File: src/rtl/riscv_32_fetch_stage_if.sv
// riscv_32_fetch_stage_if
// Bundles every signal of the RV32 fetch stage apart from clk/rst.
//   Decode side : stall, redirect, redirect_pc (in); instr, instr_pc,
//                 instr_valid, pc (out)
//   Memory side : imem_req, imem_addr (out); imem_rvalid, imem_rdata (in)
// Handshake semantics:
//   - Decode: an instruction is transferred on every rising edge where
//     instr_valid=1 and stall=0 (stall acts as an inverted ready), unless
//     redirect is also high, in which case the instruction is flushed.
//   - Memory: imem_req is a one-cycle pulse carrying imem_addr; the memory
//     answers with exactly one imem_rvalid pulse some cycles later.  At most
//     one request is ever outstanding.
// modport master is the fetch stage, modport slave is its environment.
interface riscv_32_fetch_stage_if;
  logic        stall;
  logic        redirect;
  logic [31:0] redirect_pc;
  logic        imem_req;
  logic [31:0] imem_addr;
  logic        imem_rvalid;
  logic [31:0] imem_rdata;
  logic [31:0] instr;
  logic [31:0] instr_pc;
  logic        instr_valid;
  logic [31:0] pc;

  modport master (
    input  stall, redirect, redirect_pc, imem_rvalid, imem_rdata,
    output imem_req, imem_addr, instr, instr_pc, instr_valid, pc
  );

  modport slave (
    output stall, redirect, redirect_pc, imem_rvalid, imem_rdata,
    input  imem_req, imem_addr, instr, instr_pc, instr_valid, pc
  );
endinterface

File: src/rtl/riscv_32_fetch_stage.sv
// riscv_32_fetch_stage
// Instruction fetch stage of the 3-stage RV32 core.  Holds the PC, issues
// single-outstanding requests to a variable-latency instruction memory and
// presents a registered instruction (plus its PC) to the decoder.  A
// one-entry skid buffer catches a response that arrives while the decoder
// is stalled; redirect flushes everything and refetches from a new target.
// Ports:
//   clk     - clock, rising edge
//   rst     - asynchronous reset, active-high
//   bus     - riscv_32_fetch_stage_if.master (decode + imem signals)
//   state_o - current FSM state (debug observation)
module riscv_32_fetch_stage #(
  parameter logic [31:0] RESET_PC  = 32'h0000_0000,
  parameter logic [31:0] NOP_INSTR = 32'h0000_0013
) (
  input  logic                          clk,
  input  logic                          rst,
  riscv_32_fetch_stage_if.master        bus,
  output logic [1:0]                    state_o
);

  typedef enum logic [1:0] {
    FETCH = 2'd0,  // issue request for pc
    WAIT  = 2'd1,  // request outstanding
    HOLD  = 2'd2,  // response parked in skid, waiting for the slot
    DROP  = 2'd3   // request outstanding but flushed; discard its response
  } state_e;

  state_e      state_q, state_d;
  logic [31:0] pc_q, pc_d;
  logic [31:0] instr_q, instr_d;
  logic [31:0] instr_pc_q, instr_pc_d;
  logic        instr_valid_q, instr_valid_d;
  logic [31:0] skid_q, skid_d;
  logic [31:0] skid_pc_q, skid_pc_d;

  logic consume;
  assign consume = instr_valid_q & ~bus.stall;

  always_ff @(posedge clk or posedge rst) begin
    if (rst) begin
      state_q       <= FETCH;
      pc_q          <= RESET_PC;
      instr_q       <= NOP_INSTR;
      instr_pc_q    <= 32'h0;
      instr_valid_q <= 1'b0;
      skid_q        <= 32'h0;
      skid_pc_q     <= 32'h0;
    end else begin
      state_q       <= state_d;
      pc_q          <= pc_d;
      instr_q       <= instr_d;
      instr_pc_q    <= instr_pc_d;
      instr_valid_q <= instr_valid_d;
      skid_q        <= skid_d;
      skid_pc_q     <= skid_pc_d;
    end
  end

  always_comb begin
    state_d       = state_q;
    pc_d          = pc_q;
    instr_d       = instr_q;
    instr_pc_d    = instr_pc_q;
    instr_valid_d = instr_valid_q;
    skid_d        = skid_q;
    skid_pc_d     = skid_pc_q;

    // A consumed slot empties unless a load below refills it.
    if (consume) begin
      instr_valid_d = 1'b0;
      instr_d       = NOP_INSTR;
    end

    unique case (state_q)
      FETCH: state_d = WAIT;
      WAIT: begin
        if (bus.imem_rvalid) begin
          pc_d = pc_q + 32'd4;
          if (!instr_valid_q || consume) begin
            instr_d       = bus.imem_rdata;
            instr_pc_d    = pc_q;
            instr_valid_d = 1'b1;
            state_d       = FETCH;
          end else begin
            // Slot occupied and stalled: park the word instead of losing it.
            skid_d    = bus.imem_rdata;
            skid_pc_d = pc_q;
            state_d   = HOLD;
          end
        end
      end
      HOLD: begin
        if (consume) begin
          instr_d       = skid_q;
          instr_pc_d    = skid_pc_q;
          instr_valid_d = 1'b1;
          state_d       = FETCH;
        end
      end
      DROP: begin
        if (bus.imem_rvalid) state_d = FETCH;
      end
      default: state_d = FETCH;
    endcase

    // Redirect beats stall, rvalid and consume.  The skid is implicitly
    // emptied because we never return to HOLD from here.  If a request is
    // (or is still) in flight we must go to DROP to swallow its response.
    if (bus.redirect) begin
      pc_d          = bus.redirect_pc & ~32'd3;
      instr_valid_d = 1'b0;
      instr_d       = NOP_INSTR;
      unique case (state_q)
        FETCH:   state_d = DROP;
        WAIT:    state_d = bus.imem_rvalid ? FETCH : DROP;
        HOLD:    state_d = FETCH;
        DROP:    state_d = bus.imem_rvalid ? FETCH : DROP;
        default: state_d = FETCH;
      endcase
    end
  end

  assign bus.imem_req    = (state_q == FETCH);
  assign bus.imem_addr   = pc_q;
  assign bus.pc          = pc_q;
  assign bus.instr       = instr_q;
  assign bus.instr_pc    = instr_pc_q;
  assign bus.instr_valid = instr_valid_q;
  assign state_o         = state_q;

endmodule

File: src/flat_wrapper.sv
// flat-port wrapper written by rule: the top's interface ports become plain ports
module riscv_32_fetch_stage_flat 
#(
  parameter logic [31:0] RESET_PC  = 32'h0000_0000,
  parameter logic [31:0] NOP_INSTR = 32'h0000_0013
)
  (clk, rst, state_o, bus_stall, bus_redirect, bus_redirect_pc, bus_imem_rvalid, bus_imem_rdata, bus_imem_req, bus_imem_addr, bus_instr, bus_instr_pc, bus_instr_valid, bus_pc);
  riscv_32_fetch_stage_if bus_i ();
  input  logic clk;
  input  logic rst;
  output logic [1:0] state_o;
  input wire logic [$bits(bus_i.stall)-1:0] bus_stall;
  input wire logic [$bits(bus_i.redirect)-1:0] bus_redirect;
  input wire logic [$bits(bus_i.redirect_pc)-1:0] bus_redirect_pc;
  input wire logic [$bits(bus_i.imem_rvalid)-1:0] bus_imem_rvalid;
  input wire logic [$bits(bus_i.imem_rdata)-1:0] bus_imem_rdata;
  output wire logic [$bits(bus_i.imem_req)-1:0] bus_imem_req;
  output wire logic [$bits(bus_i.imem_addr)-1:0] bus_imem_addr;
  output wire logic [$bits(bus_i.instr)-1:0] bus_instr;
  output wire logic [$bits(bus_i.instr_pc)-1:0] bus_instr_pc;
  output wire logic [$bits(bus_i.instr_valid)-1:0] bus_instr_valid;
  output wire logic [$bits(bus_i.pc)-1:0] bus_pc;
  assign bus_i.stall = bus_stall;
  assign bus_i.redirect = bus_redirect;
  assign bus_i.redirect_pc = bus_redirect_pc;
  assign bus_i.imem_rvalid = bus_imem_rvalid;
  assign bus_i.imem_rdata = bus_imem_rdata;
  assign bus_imem_req = bus_i.imem_req;
  assign bus_imem_addr = bus_i.imem_addr;
  assign bus_instr = bus_i.instr;
  assign bus_instr_pc = bus_i.instr_pc;
  assign bus_instr_valid = bus_i.instr_valid;
  assign bus_pc = bus_i.pc;
  riscv_32_fetch_stage #(.RESET_PC(RESET_PC), .NOP_INSTR(NOP_INSTR)) u_core (.clk(clk), .rst(rst), .bus(bus_i), .state_o(state_o));
endmodule
File: config.mk
export PLATFORM = sky130hd
export DESIGN_NAME = riscv_32_fetch_stage_flat
export DESIGN_NICKNAME = d
export VERILOG_FILES = /design/src/rtl/riscv_32_fetch_stage_if.sv /design/src/rtl/riscv_32_fetch_stage.sv /design/src/flat_wrapper.sv
export SDC_FILE = /design/constraint.sdc
export NUM_CORES = 1
export LEC_CHECK = 0
export CORE_UTILIZATION = 50
export DETAILED_ROUTE_END_ITERATION = 12
export GPL_ROUTABILITY_DRIVEN = 1
export PLACE_DENSITY = 0.8
export SETUP_SLACK_MARGIN = 0.5
export SYNTH_ARGS = -nofsm -noshare
export SYNTH_HDL_FRONTEND = slang
export SYNTH_SLANG_ARGS = --single-unit
File: constraint.sdc
create_clock -name clk -period 6.69 [get_ports clk]
set_input_delay 0.669 -clock clk [delete_from_list [all_inputs] [get_ports clk]]
set_output_delay 0.669 -clock clk [all_outputs]
set_load 0.05 [all_outputs]
==> reports/metrics.yaml <==
run_status:
  status: "finished clean"
sta:
  max_freq_ghz: 0.292
  fin_crit_sh_pct: 51.2
  hold_viol: 0
  worst_slew_pin_slew_ns: 1.10
  maxSlewHeadroom_pct: 26.6
  slew_violations: 0
  fin_worst_skew_ns: 0.00940
  timing.final.crit_period_ns: 3.42
  fin_tns_setup_ns: 0
  setup_viol: 0
  setup_slack_ns: 3.27
  rsz0062_at_grt: "no"
yosys:
  yosys.area.top_type: "dfrtp_1"
  ys_warn_count: 0
  synth_edf_count: 0
  async_reset_ff_share_pct: 100
  synthesis.area_mm2: 0.00809
  synth_top_area_share_pct: 47.6
  syn_avg_cell_area_um2: 9.61
  syn_inst: 842
  ys_ff_latch: 157
  ys_seq_area_share_pct: 48.6
  ys.flop_type: "dfrtp_1"
  yosysUniqueCellTypes: 41
  synthTopCellsByArea: "dfrtp_1, mux2_2, nand2_1"
die:
  coreArea_mm2: 0.0158
  rows: 46
  initial_utilization_pct: 51.1
  die_y_um: 129
  pin_count: 201
  die_w_um: 129
  die_area_mm2: 0.0167
detailed_routing:
  drt_wl_total_um: 20100
  drc_errors: 0
  routedWlPerCell_um: 16.8
  vias_per_cell: 5.54
  drtPass1Iterations: 6
  vias: 6621
  drt_first_iter_violations: 311
  drtAntennaViolNets: 0
clocking:
  post-cts-setup-buffers: 0
  path_clk_slew_ns: 0.06
  clock_path_buffers: 2
  ctsResizeCount: 0
  cts_tree: "built"
  numCtsBuffers: 17
  cts_sinks: 157
  holdBufCountCts: 0
  cts_root_buffer: "clkbuf_16"
  clk_latency_ns: 0.42
  htree_levels: 4
pwr:
  vdd_drop_max_mv: 0.356
  combinationalPowerShare_pct: 48.8
  power_frac_seq_pct: 31.5
  leakage_nw: 4.29
  netSwitchingPower_mw: 2.06
  power_mw: 4.68
  power.density_mw_per_mm2: 449
  pwr-share-clk_pct: 19.7
  intPower_mw: 2.63
  p_sw_share_pct: 43.9
global_route:
  grt_overflow_total: 0
  grt_max_degree: 98
  grt_pass1_wl_um: 32800
  grt_usage_pct: 25.4
  antenna_found_initial: 1
  grt_pass1_vias: 6465
place:
  place_congestion: 0.777
  detailed_place_hpwl_um: 12600
  post-place-ws_ns: 3.31
  port_buffers: 192
  post-place-cells: 1164
critical_path:
  critical_path.max_stage_delay_ns: 0.86
  startpoint_type: "register"
  slowest_stage: "ha_2"
  criticalPathCategory: "reg -> reg"
  cp.required_ns: 7.00
  crit_chain: "inv_1 > ha_2 > nand4_1 > nor2_1 > nand4_1 > xnor2_1 > mux2_2"
  worstPathArrival_ns: 3.73
  cp_common_cell: "nand4_1"
  endpoint_kind: "register"
  cp_max_fo: 43
finish:
  stdcell_count: 1195
  fillers: 1277
  utilization_pct: 65.9
  drive_gt1_share_pct: 11.7
  syn2layout_area_growth_pct: 28.9
  fin_nets: 1041
flow_run:
  maxCapViolCount: 0
hold_path:
  hp-class: "reg -> reg"
==> power by group through the flow <==
stage | logic, mW | registers (mW) | clock network [mW]
final | 2.29 | 1.47 | 0.921
after global routing | 2.47 | 1.51 | 0.977
after CTS | 2.30 | 1.47 | 0.934
after detailed placement | 2.29 | 1.49 | 0
after global placement | 2.25 | 1.47 | 0
after floorplan | 1.04 | 2.06 | 0
==> state kept, by name, summed over array words and instances, names as in the netlist <==
name                    cells
u_core.state_o              2
u_core.bus.instr_valid      1
u_core.skid_pc_q           30
u_core.bus.instr_pc        30
u_core.bus.instr           32
u_core.bus.imem_addr       30
u_core.skid_q              32
==> final timing paths <==
| path | startpoint | endpoint | slack, ns | depth (start not counted) |
|---|---|---|---|---|
| setup reg to reg | u_core.state_o[1]$_DFFE_PP0P_ | u_core.bus.imem_addr[29]$_DFFE_PP0N_ | 3.27 | 7 |
| max in group asynchronous | rst | u_core.skid_pc_q[10]$_DFFE_PP0P_ | 4.41 | 3 |
| hold reg to reg | u_core.skid_pc_q[23]$_DFFE_PP0P_ | u_core.skid_pc_q[23]$_DFFE_PP0P_ | 0.49 | 2 |
| hold / removal | u_core.skid_pc_q[23]$_DFFE_PP0P_ | u_core.skid_pc_q[23]$_DFFE_PP0P_ | 0.49 | 2 |
| min in group asynchronous | rst | u_core.bus.instr_pc[31]$_DFFE_PP0P_ | 0.78 | 2 |
| setup / recovery | u_core.state_o[1]$_DFFE_PP0P_ | u_core.bus.imem_addr[29]$_DFFE_PP0N_ | 3.27 | 7 |
==> critical path: cells and delay by family (launching register included) <==
kind,cells,cell delay (ns)
simple gates,3,1.41
mux,1,0.26
buf+inv,1,0.15
fa+ha+maj,1,0.86
flops,1,0.45
xor+xnor,1,0.18
==> metal layers <==
metal  share of wire [%]  wire [um]  vias up  global-route usage (%)
met4                 2.0        410        0                    8.72
met5                   0          0        -                       0
met1                  44       8800     3216                    31.7
met2                  47       9420      234                    42.3
li1                    -          -     3142                       -
met3                 7.3       1460       29                    7.06
==> through the flow <==
| step | hold WS (ns) | cell area (um2) |
|---|---|---|
| 2_1_floorplan | 0.450 | 8110 |
| 3_3_place_gp | 0.463 | 9860 |
| 3_5_place_dp | 0.471 | 9860 |
| 4_1_cts | 0.485 | 10400 |
| 5_1_grt | 0.510 | 10400 |
| 6_report | 0.487 | 10400 |
==> cell type report <==
type	instances	area (um2)	area share (%)
well taps	216	270	2.59
multi-input cells	584	3650	35.0
repair buffers	199	1970	18.9
inverters	8	35.0	0.336
flip-flops and latches	157	3930	37.7
clock inverters	6	60.1	0.576
clock buffers	24	502	4.81
diodes	1	2.50	0.0240
==> cell usage after synthesis (8+ instances only) <==
library cell,count
dfrtp_1,154
nand2_1,133
a21oi_1,93
o21ai_0,62
mux2_2,58
buf_4,38
nor2_1,38
a211oi_1,32
mux2i_1,32
clkbuf_1,31
a21boi_0,29
buf_2,22
nand3_1,17
xor2_1,17
xnor2_1,12
nand4_1,10
inv_1,8
==> cells in the final DEF (no fill, tap or decap), drive strengths merged, types with 2 or more instances in the layout <==
cell           Yosys  final
or2                3      3
o21ai             70     70
nand4             10     10
xnor2             12     12
mux2i             32     32
and3               5      5
clkinvlp           0      2
a21boi            30     30
dfrtp            154    154
nand3             18     18
nand2b             2      2
nor2              39     39
a21oi             93     93
inv                8      8
nor4               3      3
a31oi              4      4
a211oi            32     32
nor3               4      4
dfstp              3      3
clkbuf            31     24
buf               67      8
conb               1      6
xor2              17     17
nand2            133    133
mux2              58     58
clkdlybuf4s50      0    191
clkinv             0      3
ha                 5      5
==> cells by family (layout without fill, tap and decap cells) <==
logic type      after synthesis  after routing  synth area share (%)
compound gates              233            233                  16.6
simple gates                221            221                  11.8
flops                       157            157                  48.6
buf+inv                     106            237                  7.02
mux                          90             90                  12.0
xor+xnor                     29             29                  3.14
fa+ha+maj                     5              5                 0.773
other cells                   1              7                0.0464
(Power assumes the default switching activity.)
